### config.mk
export PLATFORM = sky130hd
export DESIGN_NAME = inv_ps_iter
export DESIGN_NICKNAME = d
export VERILOG_FILES = /design/src/rtl/ascon_pack.sv /design/src/rtl/inv_sbox_col.sv /design/src/rtl/inv_ps_iter.sv
export SDC_FILE = /design/constraint.sdc
export NUM_CORES = 1
export LEC_CHECK = 0
export CORE_AREA = 2 2 254 256
export DETAILED_ROUTE_END_ITERATION = 16
export DIE_AREA = 0 0 256 258
export MAX_ROUTING_LAYER = met4
export PLACE_DENSITY = 0.63
export SKIP_LAST_GASP = 1
export SLEW_MARGIN = 20
export SYNTH_ARGS = -nofsm -noshare
export SYNTH_HDL_FRONTEND = slang
export SYNTH_HIERARCHICAL = 1
export SYNTH_SLANG_ARGS = --single-unit
### constraint.sdc
create_clock -name clock_i -period 12.8 [get_ports clock_i]
set_input_delay 1.92 -clock clock_i [delete_from_list [all_inputs] [get_ports clock_i]]
set_output_delay 1.92 -clock clock_i [all_outputs]
set_load 0.05 [all_outputs]
### src/rtl/ascon_pack.sv
// Shared ASCON types and constants: 320-bit state, inverse S-box table and
// the FSM state type of the iterative inverse substitution layer.
// Purely declarative; no latency or flow control of its own.
package ascon_pack;

    // x0 is word 0 and the most significant word of the state.
    typedef logic [63:0] type_state [5];

    localparam logic [4:0] INV_SBOX [32] = '{
        5'h14, 5'h1a, 5'h07, 5'h0d, 5'h00, 5'h09, 5'h0e, 5'h12,
        5'h0a, 5'h06, 5'h1d, 5'h01, 5'h19, 5'h15, 5'h13, 5'h1e,
        5'h18, 5'h16, 5'h0b, 5'h11, 5'h03, 5'h05, 5'h1c, 5'h1f,
        5'h17, 5'h1b, 5'h04, 5'h08, 5'h0f, 5'h0c, 5'h10, 5'h02
    };

    typedef enum logic [1:0] {
        PS_IDLE,
        PS_RUN,
        PS_DONE
    } inv_ps_state_t;

    // Column value is {x0[j],x1[j],x2[j],x3[j],x4[j]} with x0 as MSB.
    function automatic logic [4:0] inv_sbox_col(input logic [4:0] col);
        return INV_SBOX[col];
    endfunction

endpackage

### src/rtl/inv_sbox_col.sv
// Inverse ASCON S-box on one 5-bit bit-column.
// Latency: combinational, zero cycles.
// Backpressure: none; pure lookup.
// Ports: col = column {x0..x4}, sub = substituted column.
module inv_sbox_col (
    input  logic [4:0] col,
    output logic [4:0] sub
);

    assign sub = ascon_pack::inv_sbox_col(col);

endmodule

### src/rtl/inv_ps_iter.sv
// Iterative inverse ASCON substitution layer, COLS_PER_CYCLE columns per clock.
// Latency: start sampled at edge 0, done_o pulses after edge 64/COLS_PER_CYCLE.
// Backpressure: start_i ignored while busy; result held until next accepted start.
// Ports: clock_i, reset_i (async, active high), start_i, state_i -> state_o,
//        busy_o (processing), done_o (one-cycle pulse, state_o valid).
module inv_ps_iter
    import ascon_pack::*;
#(
    parameter int COLS_PER_CYCLE = 8
) (
    input  logic      clock_i,
    input  logic      reset_i,
    input  logic      start_i,
    input  type_state state_i,
    output type_state state_o,
    output logic      busy_o,
    output logic      done_o
);

    localparam int N  = 64 / COLS_PER_CYCLE;
    localparam int CW = (N > 1) ? $clog2(N) : 1;

    // Divisors of 64 are exactly the powers of two up to 64.
    if (COLS_PER_CYCLE < 1 || COLS_PER_CYCLE > 64 || (64 % COLS_PER_CYCLE) != 0) begin : g_bad_cols
        $error("inv_ps_iter: COLS_PER_CYCLE must be a power of two in 1..64");
    end

    inv_ps_state_t fsm_q;
    type_state     st_q;
    type_state     st_nxt;
    logic [CW-1:0] cnt_q;
    logic          busy_q;
    logic          done_q;

    // First column handled this cycle; never exceeds 64 - COLS_PER_CYCLE.
    logic [6:0] base;
    assign base = 7'(cnt_q) * 7'(COLS_PER_CYCLE);

    logic [5:0] col_idx [COLS_PER_CYCLE];
    logic [4:0] col_in  [COLS_PER_CYCLE];
    logic [4:0] col_sub [COLS_PER_CYCLE];

    for (genvar i = 0; i < COLS_PER_CYCLE; i++) begin : g_col
        assign col_idx[i] = 6'(base + 7'(i));
        assign col_in[i]  = {st_q[0][col_idx[i]], st_q[1][col_idx[i]], st_q[2][col_idx[i]],
                             st_q[3][col_idx[i]], st_q[4][col_idx[i]]};
        inv_sbox_col u_sbox (
            .col (col_in[i]),
            .sub (col_sub[i])
        );
    end

    // Write the substituted columns back in place; other columns pass through.
    always_comb begin
        st_nxt = st_q;
        for (int i = 0; i < COLS_PER_CYCLE; i++) begin
            for (int w = 0; w < 5; w++) begin
                st_nxt[w][col_idx[i]] = col_sub[i][4-w];
            end
        end
    end

    always_ff @(posedge clock_i or posedge reset_i) begin
        if (reset_i) begin
            fsm_q  <= PS_IDLE;
            st_q   <= '{default: '0};
            cnt_q  <= '0;
            busy_q <= 1'b0;
            done_q <= 1'b0;
        end else begin
            case (fsm_q)
                PS_IDLE, PS_DONE: begin
                    done_q <= 1'b0;
                    if (start_i) begin
                        st_q   <= state_i;
                        cnt_q  <= '0;
                        busy_q <= 1'b1;
                        fsm_q  <= PS_RUN;
                    end else begin
                        busy_q <= 1'b0;
                        fsm_q  <= PS_IDLE;
                    end
                end
                PS_RUN: begin
                    st_q <= st_nxt;
                    if (cnt_q == CW'(N - 1)) begin
                        busy_q <= 1'b0;
                        done_q <= 1'b1;
                        fsm_q  <= PS_DONE;
                    end else begin
                        cnt_q <= cnt_q + CW'(1);
                    end
                end
                default: begin
                    busy_q <= 1'b0;
                    done_q <= 1'b0;
                    fsm_q  <= PS_IDLE;
                end
            endcase
        end
    end

    assign state_o = st_q;
    assign busy_o  = busy_q;
    assign done_o  = done_q;

endmodule

## After elaboration in Yosys (flattened, before gate mapping)

Memory sizes are Yosys's and may differ from the RTL's.
Index checks and enable logic that the tools add are counted.

- Register bits: 327
- ROM bits: 1280
- Bits of input ports: 323
- Output and inout bits: 322
- Memories: 8

- Add/subtract/negate cells: 8
- Magnitude comparators: 24
- Equality and inequality tests: 6
- Muxes and demuxes: 165
- Bitwise logic cells: 8
- Reductions and logical operators: 13

Memories:

| name | depth | width | read ports | clocked after memory_dff | write ports | RTL line | text |
|---|---|---|---|---|---|---|---|
| (name not given) | 32 | 5 | 1 | 0 | 0 | ascon_pack.sv:24 | `return INV_SBOX[col];` |
| (name not given) | 32 | 5 | 1 | 0 | 0 | ascon_pack.sv:24 |  |
| (name not given) | 32 | 5 | 1 | 0 | 0 | ascon_pack.sv:24 |  |
| (name not given) | 32 | 5 | 1 | 0 | 0 | ascon_pack.sv:24 |  |
| (name not given) | 32 | 5 | 1 | 0 | 0 | ascon_pack.sv:24 |  |
| (name not given) | 32 | 5 | 1 | 0 | 0 | ascon_pack.sv:24 |  |
| +2 memories | -- | -- | -- | -- | -- | -- |  |

Operators by type and width:

| operator | count |
|---|---|
| $bwmux W64 | 40 |
| $pmux W320 S2 | 1 |
| $mux W320 | 1 |
| $bmux W1 S6 | 35 |
| $mux W5 | 16 |
| $lt A6 B7 Y1 const B | 8 |
| $mux W1 | 53 |
| $ge A6 B1 Y1 const B | 8 |
| $ge A6 B6 Y1 const B | 8 |
| $not A5 Y6 | 8 |
| $demux W1 S6 | 7 |
| $add A6 B3 Y6 const B | 4 |
| $bmux W1 S3 | 5 |
| $add A6 B2 Y6 const B | 2 |
| $logic_and A1 B1 Y1 | 8 |
| $add A6 B1 Y6 const B | 1 |
| $mux W3 | 2 |
| $ne A2 B2 Y1 const B | 3 |
| $pmux W3 S2 | 1 |
| $pmux W2 S2 | 1 |
| $add A3 B1 Y3 const B | 1 |
| $demux W1 S3 | 1 |
| $eq A3 B3 Y1 const B | 1 |
| $reduce_and A3 Y1 | 1 |
| other kinds (8) | 8 |

## Depth between registers and ports, before layout

- Depth in word-level cells: 15
- Mapped depth: 17
- Depth with buffers taken out: 12

## Modules after synthesis

Netlist, hierarchy kept.

By module, submodules not included:

| module | times used | cells an instance | area an instance (µm²) | seq. area each (µm²) |
|---|---|---|---|---|
| inv_ps_iter | 1 | 1564 | 18635.4 | 8157.8 |
| inv_sbox_col (g_col[0].u_sbox ...) | 5 | 50 | 364.1 | 0.0 |
| inv_sbox_col (g_col[2].u_sbox ...) | 2 | 40 | 349.1 | 0.0 |
| inv_sbox_col (g_col[1].u_sbox) | 1 | 40 | 345.3 | 0.0 |

## Worst setup path after synthesis

No wires, ideal clock.

- Path type: register to register
- From: register cnt_q[2]
- To: register st_q (netlist bit state_o[144])
- Arrival: 4011 ps
- Setup slack: 8664 ps
- Stages on the path, launching flop included: 16
- Period minus slack after synthesis: 4136 ps
- Cells stage by stage: dfrtp_1 buf_4 buf_4 buf_2 buf_2 mux4_2 o21ai_0 inv_1 ha_1 mux4_2 nor2_1 a21oi_1 and3b_1 clkbuf_1 a22o_1 mux2_2

RTL lines:

| element | RTL line | text |
|---|---|---|
| from (decl) | inv_ps_iter.sv:31 | `logic [CW-1:0] cnt_q;` |
| from (signal assigned) | inv_ps_iter.sv:91 | `cnt_q <= cnt_q + CW'(1);` |
| to (signal assigned) | inv_ps_iter.sv:75 | `st_q <= state_i;` |
| to (signal assigned) | inv_ps_iter.sv:85 | `st_q <= st_nxt;` |
| to (decl) | inv_ps_iter.sv:29 | `type_state st_q;` |

==> impl_metrics.toml <==
[detailed_routing]
drt_iter0_drc = 1537
wirelength_um = 101400
drcViolationCount = 0
vias = 19540
dr.pass1.iters = 5
vias_per_cell = 5.823
ant_nets = 0
wire_per_inst_um = 30.22

[worst_setup_path]
rr_worst_depth = 11
r2r_slack_ps = 7580
cp-startpoint = "cnt_q[0]"
required_ps = 13270
critical_path.startpoint_type = "flip-flop"
criticalPathCategory = "flip-flop to flip-flop"
arrival_ps = 5680
r2r_end = "state_o[157]"
end_kind = "flip-flop"
crit_fanout = 78
r2r-start = "cnt_q[0]"
cp-endpoint = "state_o[157]"

[clocking]
postCtsSetupRepairBufs = 0
root_buffer = "clkbuf_16"
htree_levels = 2
clock_tree.buffer_depth = 3
clock_latency_ps = 580
clk_pin_slew_ps = 60
cts_tree = "done"
ctsHoldBuffers = 0
cts-resized-gates = 0
clock_sinks = 326
cts_buffers = 41

[yosys]
synth.distinct_cells = 61
netlist_instances = 1934
synth-edff-count = 0
synth_nets = 2315
synth.ff_latch_count = 326
synth_top_cell_area_share = 0.3794
postSynthAreaPerCell_um2 = 11.12
ys_warn_count = 6
ys_async_sr_fraction = 1.000
synth_area_leader_cell = "dfrtp_1"
syn-cell-area_um2 = 21500
ys.flop_type = "dfrtp_1"
yosysSeqAreaShare = 0.3794
synthTopCellsByArea = "dfrtp_1 38%, mux2_2 11%, a22o_1 9.3%"

[floorplanning]
io_pins = 645
start_util = 0.3378
die_w_um = 256
die_height_um = 258
rows = 93
core_area_um2 = 63650
die-area_um2 = 66050

[cells_and_area]
synthToLayoutAreaGrowth_pct = 38.73
multi_input_area_um2 = 11850
fillers = 5890
seqCellArea_um2 = 8172
nets = 2835
drive_gt1_frac = 0.1665
instances_no_fill = 3355

[run]
cap_violations = 0

[global_routing]
grt_start_max_net_pins = 157
grt_usage = 0.3057
antenna_found_initial = 20
grt_pass1_wl_um = 143700
grt_pass1_vias = 19850
overflow = 0

[run_status]
status = "finished, final reports clean"

[timing]
fmax_ghz = 0.1917
fin_setup_tns_ps = 0
max_slew_margin = 0.2366
worst_slew_pin_slew_ps = 1145
period_share = 0.4075
skew_ps = 25.35
period_minus_slack_ps = 5216
hold_violations = 0
rsz0062_at_grt = "false"
final_max_slew_viol_count = 0
setup_violations = 0

[placement]
dp.cells = 3266
post-dp-hpwl_um = 71830
io_buffers = 644
gp_congestion = 0.9112

[worst_hold_path]
hp-class = "flip-flop to flip-flop"
## through the flow
| stage | hold WS [ps] | util | worst slack (ps) | cell area [um^2] |
|---|---|---|---|---|
| finish | 518.5 | 0.4686 | 7584 | 29830 |
| CTS | 520.2 | 0.4676 | 7256 | 29760 |
| detailed placement | 505.9 | 0.4466 | 7254 | 28420 |
| global placement | 496.9 | 0.4466 | 7553 | 28420 |
| floorplan | 672.7 | - | 1854 | 21500 |
| global route | 535.7 | 0.4686 | 7331 | 29830 |
## layout by cell type (no fill, tap or decap), drive strengths merged, types with 11 or more instances in the layout
cell type / netlist / final
clkdlybuf4s50: 0 / 644
dfrtp: 326 / 326
mux2: 232 / 232
a22o: 229 / 229
mux2i: 159 / 159
inv: 137 / 142
a22oi: 109 / 109
o21ai: 68 / 68
nand2: 62 / 62
mux4: 61 / 61
clkbuf: 69 / 61
ha: 58 / 58
buf: 144 / 46
and3b: 43 / 43
a21oi: 28 / 28
nor2: 23 / 23
diode: 0 / 19
nand3b: 17 / 17
xnor2: 16 / 16
nand2b: 16 / 16
xor2: 15 / 15
o211ai: 11 / 11
nor3: 11 / 11
## sequential cells by signal (all words and copies together), names as in the netlist
name     cells
state_o    320
fsm_q        2
busy_o       1
cnt_q        3
## worst max-delay path, stage by stage (launching register included)
cell	delay, ps
dfrtp_4	870
buf_12	550
mux4_2	590
o21ai_1	730
inv_1	330
ha_1	420
mux4_2	460
nor2_1	110
a21oi_1	80
and3b_1	340
a22o_1	250
mux2_2	250
## worst min-delay path by stage
stage	start	to	slack, ps	depth (start not counted)
detailed placement	state_o[1]	state_o[1]	510	1
finish	state_o[68]	state_o[68]	520	1
floorplan	cnt_q[2]	fsm_q[1]	670	3
global route	state_o[262]	state_o[262]	540	1
global placement	state_o[1]	state_o[1]	500	1
CTS	state_o[1]	state_o[1]	520	1
## cells in the mapped netlist, types with 17 or more instances
| cell | number |
|---|---|
| a21oi_1 | 28 |
| a22o_1 | 229 |
| a22oi_1 | 109 |
| and3b_1 | 43 |
| buf_2 | 101 |
| buf_4 | 27 |
| clkbuf_1 | 69 |
| dfrtp_1 | 326 |
| ha_1 | 58 |
| inv_1 | 133 |
| mux2_1 | 23 |
| mux2_2 | 209 |
| mux2i_1 | 159 |
| mux4_2 | 61 |
| nand2_1 | 62 |
| nand3b_1 | 17 |
| nor2_1 | 23 |
| o21ai_0 | 35 |
| o21ai_1 | 33 |
## routing by layer
layer | wire length (um) | vias to the layer above | global-route usage
li1 | - | 8237 | -
met1 | 40110 | 10030 | 0.3707
met2 | 48850 | 1040 | 0.4882
met3 | 7594 | 229 | 0.06272
met4 | 4843 | 0 | 0.1459
met5 | 0 | - | -
## logic make-up (layout without fill, tap and decap cells)
| logic type | count (synthesis) | in the layout | synth area share |
|---|---|---|---|
| AO/OA/AOI/OAI | 501 | 501 | 0.1801 |
| multiplexers | 452 | 452 | 0.2594 |
| buffers and inverters | 352 | 899 | 0.07449 |
| adder cells (fa/ha/maj) | 58 | 58 | 0.03375 |
| flip-flops | 326 | 326 | 0.3794 |
| AND/OR/NAND/NOR | 214 | 214 | 0.06012 |
| other | 0 | 19 | 0 |
| XOR/XNOR | 31 | 31 | 0.01263 |
## final cells by class
cell class | count | area share
Multi-Input combinational cell | 1256 | 0.3972
Antenna cell | 19 | 0.001594
Timing Repair Buffer | 690 | 0.2287
Sequential cell | 326 | 0.2740
Clock buffer | 61 | 0.04103
Clock inverter | 9 | 0.003901
Tap cell | 855 | 0.03587
Inverter | 139 | 0.01774
Power is not shown: default switching activity piles up to over one toggle a cycle in this logic, so the estimate is an artifact.
